`src/rtl/can_pkg.sv`:
```
// Shared CAN receive-path constants, header field record and DLC-to-payload helper.
package can_pkg;

  localparam int MSG_W         = 103;
  localparam int STD_HDR       = 19;
  localparam int EXT_HDR       = 39;
  localparam int IDE_POS       = 13;
  localparam int RTR_STD_POS   = 12;
  localparam int RTR_EXT_POS   = 32;
  localparam int DLC_STD_POS   = 15;
  localparam int DLC_EXT_POS   = 35;
  localparam int MAX_DATA_BITS = 64;

  typedef struct packed {
    logic       ide;
    logic       rtr;
    logic [3:0] dlc;
  } can_hdr_t;

  // Remote frames carry no payload; DLC codes above 8 still mean 8 bytes.
  function automatic logic [6:0] dlc_to_bits(input logic [3:0] dlc, input logic rtr);
    logic [6:0] bits;
    if (rtr)
      bits = 7'd0;
    else if (dlc >= 4'd8)
      bits = 7'(MAX_DATA_BITS);
    else
      bits = {dlc, 3'b000};
    return bits;
  endfunction

endpackage

```
`src/rtl/can_rx_fielddec.sv`:
```
// Bit position counter and on-the-fly IDE/RTR/DLC decode for the CAN receive shift register.
module can_rx_fielddec
  import can_pkg::*;
#(
  parameter int WIDTH = MSG_W,
  parameter int CNTW  = 7
) (
  input  logic            clock,
  input  logic            reset,
  input  logic            clear,
  input  logic            accept,
  input  logic            bitin,
  output logic            shift_en,
  output logic [CNTW-1:0] bitcount,
  output logic            ide,
  output logic            rtr,
  output logic [3:0]      dlc,
  output logic            data_done,
  output logic            overflow
);

  localparam logic [CNTW-1:0] FULL = CNTW'(WIDTH);

  logic [CNTW-1:0] cnt_reg, cnt_next;
  can_hdr_t        hdr_reg, hdr_next;
  logic            dd_reg, dd_next;
  logic            ov_reg, ov_next;
  logic [CNTW-1:0] hdr_len;
  logic [CNTW-1:0] tgt;
  logic [1:0]      dsel_std, dsel_ext;

  // DLC is sent MSB first, so the bit index counts down across the field.
  assign dsel_std = 2'(CNTW'(DLC_STD_POS + 3) - cnt_reg);
  assign dsel_ext = 2'(CNTW'(DLC_EXT_POS + 3) - cnt_reg);

  always_comb begin
    cnt_next = cnt_reg;
    hdr_next = hdr_reg;
    dd_next  = dd_reg;
    ov_next  = ov_reg;
    shift_en = accept && (cnt_reg < FULL);

    if (shift_en) begin
      cnt_next = cnt_reg + 1'b1;
      if (cnt_reg == CNTW'(IDE_POS))
        hdr_next.ide = bitin;
      // SRR and RTR share position 12 until IDE tells them apart.
      if (cnt_reg == CNTW'(RTR_STD_POS))
        hdr_next.rtr = bitin;
      if (hdr_reg.ide && cnt_reg == CNTW'(RTR_EXT_POS))
        hdr_next.rtr = bitin;
      if (!hdr_reg.ide && cnt_reg >= CNTW'(DLC_STD_POS) && cnt_reg <= CNTW'(DLC_STD_POS + 3))
        hdr_next.dlc[dsel_std] = bitin;
      if (hdr_reg.ide && cnt_reg >= CNTW'(DLC_EXT_POS) && cnt_reg <= CNTW'(DLC_EXT_POS + 3))
        hdr_next.dlc[dsel_ext] = bitin;
    end

    if (accept && !shift_en)
      ov_next = 1'b1;

    // Target uses the post-edge header so the last DLC bit counts at once.
    hdr_len = hdr_next.ide ? CNTW'(EXT_HDR) : CNTW'(STD_HDR);
    tgt     = hdr_len + CNTW'(dlc_to_bits(hdr_next.dlc, hdr_next.rtr));
    if (shift_en && cnt_next >= hdr_len && cnt_next == tgt)
      dd_next = 1'b1;
  end

  always_ff @(posedge clock) begin
    if (!reset || clear) begin
      cnt_reg <= '0;
      hdr_reg <= '0;
      dd_reg  <= 1'b0;
      ov_reg  <= 1'b0;
    end else begin
      cnt_reg <= cnt_next;
      hdr_reg <= hdr_next;
      dd_reg  <= dd_next;
      ov_reg  <= ov_next;
    end
  end

  assign bitcount  = cnt_reg;
  assign ide       = hdr_reg.ide;
  assign rtr       = hdr_reg.rtr;
  assign dlc       = hdr_reg.dlc;
  assign data_done = dd_reg;
  assign overflow  = ov_reg;

endmodule

```
`src/rtl/can_rx_shiftreg.sv`:
```
// CAN receive shift register: assembles destuffed bits into the message image, newest bit at [0].
module can_rx_shiftreg
  import can_pkg::*;
#(
  parameter int WIDTH = MSG_W,
  parameter int CNTW  = 7
) (
  input  logic             clock,
  input  logic             reset,
  input  logic             activ,
  input  logic             shift,
  input  logic             clear,
  input  logic             bitin,
  output logic [WIDTH-1:0] mesout,
  output logic [CNTW-1:0]  bitcount,
  output logic             ide,
  output logic             rtr,
  output logic [3:0]       dlc,
  output logic             data_done,
  output logic             overflow
);

  logic             activ_q;
  logic             accept;
  logic             shift_en;
  logic [WIDTH-1:0] mes_reg, mes_next;

  // Only the rising clock of an activ period may take a bit.
  assign accept = activ & ~activ_q & shift & ~clear;

  always_ff @(posedge clock) begin
    if (!reset)
      activ_q <= 1'b0;
    else
      activ_q <= activ;
  end

  assign mes_next[0] = bitin;
  generate
    for (genvar gi = 1; gi < WIDTH; gi++) begin : g_shift
      assign mes_next[gi] = mes_reg[gi-1];
    end
  endgenerate

  always_ff @(posedge clock) begin
    if (!reset || clear)
      mes_reg <= '0;
    else if (shift_en)
      mes_reg <= mes_next;
  end

  assign mesout = mes_reg;

  can_rx_fielddec #(
    .WIDTH (WIDTH),
    .CNTW  (CNTW)
  ) u_fielddec (
    .clock     (clock),
    .reset     (reset),
    .clear     (clear),
    .accept    (accept),
    .bitin     (bitin),
    .shift_en  (shift_en),
    .bitcount  (bitcount),
    .ide       (ide),
    .rtr       (rtr),
    .dlc       (dlc),
    .data_done (data_done),
    .overflow  (overflow)
  );

endmodule
```
`config.mk`:
```
export PLATFORM = sky130hd
export DESIGN_NAME = can_rx_shiftreg
export DESIGN_NICKNAME = d
export VERILOG_FILES = /design/src/rtl/can_pkg.sv /design/src/rtl/can_rx_fielddec.sv /design/src/rtl/can_rx_shiftreg.sv
export SDC_FILE = /design/constraint.sdc
export NUM_CORES = 1
export LEC_CHECK = 0
export CAP_MARGIN = 30
export CORE_ASPECT_RATIO = 1.2
export CORE_UTILIZATION = 37
export CTS_CLUSTER_DIAMETER = 200
export DETAILED_ROUTE_END_ITERATION = 10
export REMOVE_ABC_BUFFERS = 1
export SYNTH_ARGS = -nofsm -noshare
export SYNTH_HDL_FRONTEND = slang
export SYNTH_SLANG_ARGS = --single-unit
export TNS_END_PERCENT = 5
```
`constraint.sdc`:
```
create_clock -name clock -period 4.03 [get_ports clock]
set_input_delay 0.806 -clock clock [delete_from_list [all_inputs] [get_ports clock]]
set_output_delay 0.806 -clock clock [all_outputs]
set_load 0.02 [all_outputs]
```
Word-level counts from Yosys, hierarchy flattened --
Index checks and enable logic that the tools add are counted.
Word-level totals: flip-flop bits (word level) 119, input bits 6, output and inout port bits 118
Cells by class: $add $sub $neg 4, magnitude comparators 11, equal/unequal tests 4, multiplexer cells 17, bitwise gates (word level) 5, reductions and logical operators 15
Operators by type and width (count):
- 7-bit two-way mux | 3
- 7-bit by 4-bit equality test with 1-bit output (second input constant) | 2
- 4-bit two-way mux | 3
- 6-bit two-way mux | 2
- 1-bit logical AND | 11
- 4-bit bitwise mux | 2
- 7-bit by 1-bit adder with 7-bit output (second input constant) | 1
- 7-bit adder | 1
- 7-bit by 6-bit equality test with 1-bit output (second input constant) | 1
- 7-bit equality test | 1
- 7-bit by 4-bit greater-or-equal comparator with 1-bit output (second input constant) | 1
- 7-bit by 6-bit greater-or-equal comparator with 1-bit output (second input constant) | 1
- 7-bit greater-or-equal comparator | 1
- 7-bit by 5-bit <= comparator with 1-bit output (second input constant) | 1
- 7-bit by 6-bit <= comparator with 1-bit output (second input constant) | 1
- 7-bit < comparator (second input constant) | 1
- 2-bit by 3-bit < comparator with 1-bit output (second input constant) | 2
- 1-bit two-way mux | 5
- 1-bit demux with 2-bit select | 2
- 2-bit by 1-bit greater-or-equal comparator with 1-bit output (second input constant) | 2
- 4-bit greater-or-equal comparator (second input constant) | 1
- 2-bit subtractor (first input constant) | 2
- 1-bit bitwise AND | 3
- 1-bit logical NOT | 3
- 2 further kinds | 3

Longest topological paths before layout --
depth after elaboration 17, depth in mapped cells 17, depth with buffers taken out 16

Modules after synthesis --
Synthesis repeated with hierarchy kept, for this count alone.
Second synthesis, totals: cells, all modules 462, area total of the unflattened synthesis 4835.9 um^2
By module, submodules not included:
- can_rx_shiftreg | instances 1, cells an instance 336, area an instance 3763.6 um^2, seq. area each 2082.0 um^2
- can_rx_fielddec | instances 1, cells an instance 126, area an instance 1072.3 um^2, seq. area each 300.3 um^2

Worst setup path before layout --
Ideal clock, no wire load.
path kind reg2reg, from register u_fielddec.cnt_reg[1], in the netlist u_fielddec.bitcount[1], to register u_fielddec.dd_reg, in the netlist u_fielddec.data_done, data arrival time 3606 ps, data required time 3971 ps, path slack 365 ps, cell stages (with the launch flop) 16, buffers on the path 0, cells stage by stage dfxtp_1 -> ha_1 -> a21oi_1 -> or3_4 -> a2111oi_4 -> nor2_1 -> nor2_1 -> nand2_1 -> mux2i_1 -> nor2_1 -> ha_1 -> fa_1 -> xor2_1 -> or4b_1 -> o211ai_2 -> a22o_1
Between the ends: word-level cells in the longest chain between the ends 17, elaborated cells between the ends (all ways) 46, those cells by class add/sub (4); order compare (11); eq/ne (4); mux (17); reduce/logical (10)
Ends and longest elaborated chain:
- start, declared | RTL line can_rx_fielddec.sv:24 | logic [CNTW-1:0] cnt_reg, cnt_next;
- start signal, assigned | RTL line can_rx_fielddec.sv:75 | cnt_reg <= cnt_next;
- 2-bit subtractor | RTL line can_rx_fielddec.sv:33, can_rx_fielddec.sv:34
- 2-bit by 3-bit < comparator with 1-bit output (implied by the code) or 2-bit by 1-bit greater-or-equal comparator with 1-bit output (tied branches) | RTL line can_rx_fielddec.sv:53, can_rx_fielddec.sv:55
- 1-bit logical AND (implied by the code) | RTL line can_rx_fielddec.sv:53, can_rx_fielddec.sv:55
- 1-bit two-way mux (implied by the code) | RTL line can_rx_fielddec.sv:53, can_rx_fielddec.sv:55
- 1-bit demux with 2-bit select
- 4-bit bitwise mux | RTL line can_rx_fielddec.sv:53 | hdr_next.dlc[dsel_std] = bitin;
- 4-bit two-way mux | RTL line can_rx_fielddec.sv:52 | if (!hdr_reg.ide && cnt_reg >= CNTW'(DLC_STD_POS) && cnt_reg <= CNTW'(DLC_STD_POS + 3))
- 4-bit two-way mux | RTL line can_rx_fielddec.sv:43 | if (shift_en) begin
- 4-bit bitwise mux | RTL line can_rx_fielddec.sv:55 | hdr_next.dlc[dsel_ext] = bitin;
- 4-bit two-way mux | RTL line can_rx_fielddec.sv:54 | if (hdr_reg.ide && cnt_reg >= CNTW'(DLC_EXT_POS) && cnt_reg <= CNTW'(DLC_EXT_POS + 3))
- 6-bit two-way mux | RTL line can_rx_fielddec.sv:43
- 4-bit greater-or-equal comparator | RTL line can_pkg.sv:25 | else if (dlc >= 4'd8)
- 7-bit two-way mux | RTL line can_pkg.sv:25
- 7-bit two-way mux | RTL line can_pkg.sv:23 | if (rtr)
- 7-bit adder | RTL line can_rx_fielddec.sv:63 | tgt = hdr_len + CNTW'(dlc_to_bits(hdr_next.dlc, hdr_next.rtr));
- 7-bit equality test | RTL line can_rx_fielddec.sv:64 | if (shift_en && cnt_next >= hdr_len && cnt_next == tgt)
- 1-bit logical AND * | RTL line can_rx_fielddec.sv:64
- end signal, assigned | RTL line can_rx_fielddec.sv:77 | dd_reg <= dd_next;
- end, declared | RTL line can_rx_fielddec.sv:26 | logic dd_reg, dd_next;
Every way passes the cells marked *; elsewhere a longest branch is shown, timed or not. The select of a mux whose other input is x is not followed. A chain may end at the register's enable or synchronous reset.

Final worst setup path --
from register u_fielddec.cnt_reg[0], in the netlist u_fielddec.bitcount[0], to register u_fielddec.dd_reg, in the netlist u_fielddec.data_done
Same word-level chain as after synthesis.

==> results.json <==
{
  "area_growth_pct": 42.9,
  "fin_crit_ns": 3.59,
  "power_density_mw_per_mm2": 414,
  "finalClockSkew_ns": 0.00907,
  "syn_area_per_cell_sq_um": 8.04,
  "gp_congestion": 0.835,
  "busiest_layer": "met2",
  "tightest_slew_ns": 0.836,
  "grt_use_met2_pct": 29.6,
  "use_met1_pct": 20.5,
  "core_area_sq_mm": 0.0122,
  "clock_latency_ns": 0.40,
  "firstDrtPassIters": 4,
  "ys.flop_type": "dfxtp_1",
  "slew_headroom_pct": 44.2,
  "via_per_inst": 4.75,
  "cts.sinks": 119,
  "fin_cells": 862,
  "grt_pass1_vias": 3818,
  "min_path_type": "reg2reg",
  "grt_first_pass_wirelength_um": 18500,
  "grt_overflow": 0,
  "place_hpwl_um": 7180,
  "report.final.slew_viol_count": 0,
  "drv_cap": 0,
  "initial_utilization_pct": 38.0,
  "synth_edf_count": 0,
  "worstPathArrival_ns": 3.93,
  "cts_buffer_depth": 2,
  "nets": 707,
  "n_antenna_cell": 0,
  "layout_commonest_cell": "nand2_1",
  "dieArea_sq_mm": 0.0130,
  "drive_gt1_share_pct": 7.42,
  "total_power_mw": 2.74,
  "num_vias": 4098,
  "grt_max_degree": 84,
  "criticalPathCategory": "reg2reg",
  "finalSetupViolCount": 0,
  "cts_made_buffers": 17,
  "netlist_area_sq_mm": 0.00463,
  "outcome": "finished clean",
  "rsz0062_at_grt": "no",
  "fmax_mhz": 279,
  "drt-total-wl_um": 11100,
  "holdPathStages": 2,
  "drt_iter0_drc": 169,
  "ant_nets": 0,
  "port_buffers": 123,
  "whs_endpoint": "mesout[32]",
  "synth_cells": 576,
  "wl_per_cell_um": 12.9,
  "cts-root-buf": "clkbuf_16",
  "die_y_um": 125,
  "period_share_pct": 89.0,
  "reg2reg_to": "u_fielddec.data_done",
  "cp-start-kind": "flip-flop",
  "ys_seq_area_share_pct": 51.5,
  "cp.required_ns": 4.37,
  "hp-start": "mesout[31]",
  "synth-warning-count": 0,
  "most-common-layout-cells": "217 x nand2_1, 123 x clkdlybuf4s50_1, 119 x dfxtp_1, 108 x a21oi_1, 21 x nor2_1",
  "post-cts-setup-buffers": 0,
  "finalHoldViolations": 0,
  "async_flop_share_pct": 0,
  "cp_max_fo": 5,
  "synthDistinctLibCells": 43,
  "holdBufCountCts": 0,
  "io_pins": 124,
  "num_rows": 44,
  "cts-resized-gates": 0,
  "clk_pin_slew_worst_paths_ns": 0.06,
  "r2r_slack_ns": 0.44,
  "cts_max_level": 4,
  "track_usage_pct": 17.5,
  "gr-usage-met3_pct": 4.97,
  "vdd_drop_max_mv": 0.294,
  "critPathCaptureType": "flip-flop",
  "p_leak_nw": 2.21,
  "antenna_found_initial": 0,
  "cts_tree": "yes",
  "ys_ff_latch": 119,
  "dp.cells": 830,
  "reg2reg_depth": 16,
  "die_w_um": 104,
  "drc": 0,
  "reg2reg_from": "u_fielddec.bitcount[0]"
}
==> routing by layer <==
metal / vias to the layer above / share of wire, %
met5: - / 0
met4: 0 / 1.9
met3: 13 / 5.6
met2: 111 / 49
met1: 1871 / 43
li1: 2103 / -
==> sequential cells by signal, indices dropped and copies added (netlist names) <==
signal                flops
mesout                  103
u_fielddec.bitcount       7
u_fielddec.dlc            4
activ_q                   1
u_fielddec.data_done      1
u_fielddec.ide            1
u_fielddec.overflow       1
u_fielddec.rtr            1
==> worst max-delay path, cell delays in order, from the launching register on <==
cell       delay [ns]
dfxtp_1          0.33
ha_1             0.25
a21oi_1          0.07
or3_4            0.38
a2111oi_4        0.42
nor2_1           0.09
nor2_1           0.13
nand2_1          0.08
mux2i_1          0.20
nor2_1           0.08
ha_1             0.20
fa_1             0.37
xor2_1           0.24
nand3_1          0.10
or3b_1           0.37
o211ai_2         0.08
a22o_1           0.13
==> synth_stat cells (2+ instances only) <==
cell type / count / area, sq um
o211ai_2: 2 / 25.0
nor2_1: 21 / 78.8
buf_1: 6 / 22.5
mux2i_1: 6 / 60.1
xnor2_1: 5 / 43.8
nand2_1: 218 / 818
clkbuf_1: 29 / 109
dfxtp_1: 119 / 2380
xor2_1: 2 / 17.5
nand4_1: 3 / 18.8
buf_2: 2 / 10.0
nand2b_1: 3 / 18.8
and2_1: 5 / 31.3
a21oi_1: 108 / 541
inv_1: 6 / 22.5
nand3_1: 3 / 15.0
ha_1: 12 / 150
==> layout make-up <==
class,instances,area (sq um)
clock buffers,21,480
clock inverters,11,121
fillers,1127,5550
inverters,6,22.5
multi-input cells,412,2080
flip-flops and latches,119,2380
well taps,161,201
repair buffers,132,1320
==> through the flow <==
step | util (%) | hold slack (ns) | cell area, sq um | setup TNS, ns | setup WS (ns)
after floorplan | - | 0.535 | 4460 | -2.50 | -1.51
after global placement | 49.2 | 0.443 | 5990 | 0 | 0.211
after detailed placement | 49.4 | 0.454 | 6010 | 0 | 0.105
after CTS | 54.4 | 0.460 | 6610 | 0 | 0.425
after global routing | 54.4 | 0.484 | 6610 | 0 | 0.171
final | 54.4 | 0.456 | 6610 | 0 | 0.443
==> report_power, final <==
part | internal, mW | switching (mW) | total [mW]
Clock | 0.973 | 0.525 | 1.50
Sequential | 1.18 | 0.000289 | 1.18
Combinational | 0.0142 | 0.0473 | 0.0616
==> worst max-delay path by stage <==
stage / start / end / slack, ns / cells after the start
2_1_floorplan: clear / u_fielddec.data_done / -1.51 / 10
3_3_place_gp: clear / u_fielddec.data_done / 0.21 / 13
3_5_place_dp: clear / u_fielddec.data_done / 0.10 / 14
4_1_cts: u_fielddec.bitcount[0] / u_fielddec.data_done / 0.43 / 16
5_1_grt: u_fielddec.bitcount[0] / u_fielddec.data_done / 0.17 / 16
6_report: u_fielddec.bitcount[0] / u_fielddec.data_done / 0.44 / 16
==> kinds of logic (layout without fill, tap and decap cells) <==
logic type	Yosys count	count (layout)	share of synthesized area, %
simple gates	262	262	22.8
compound gates	123	123	15.1
flops	119	119	51.5
buf+inv	45	170	4.03
fa+ha+maj	13	13	3.68
xor+xnor	7	7	1.32
mux	7	7	1.60
Note: power is estimated with default switching activity, not from simulation.
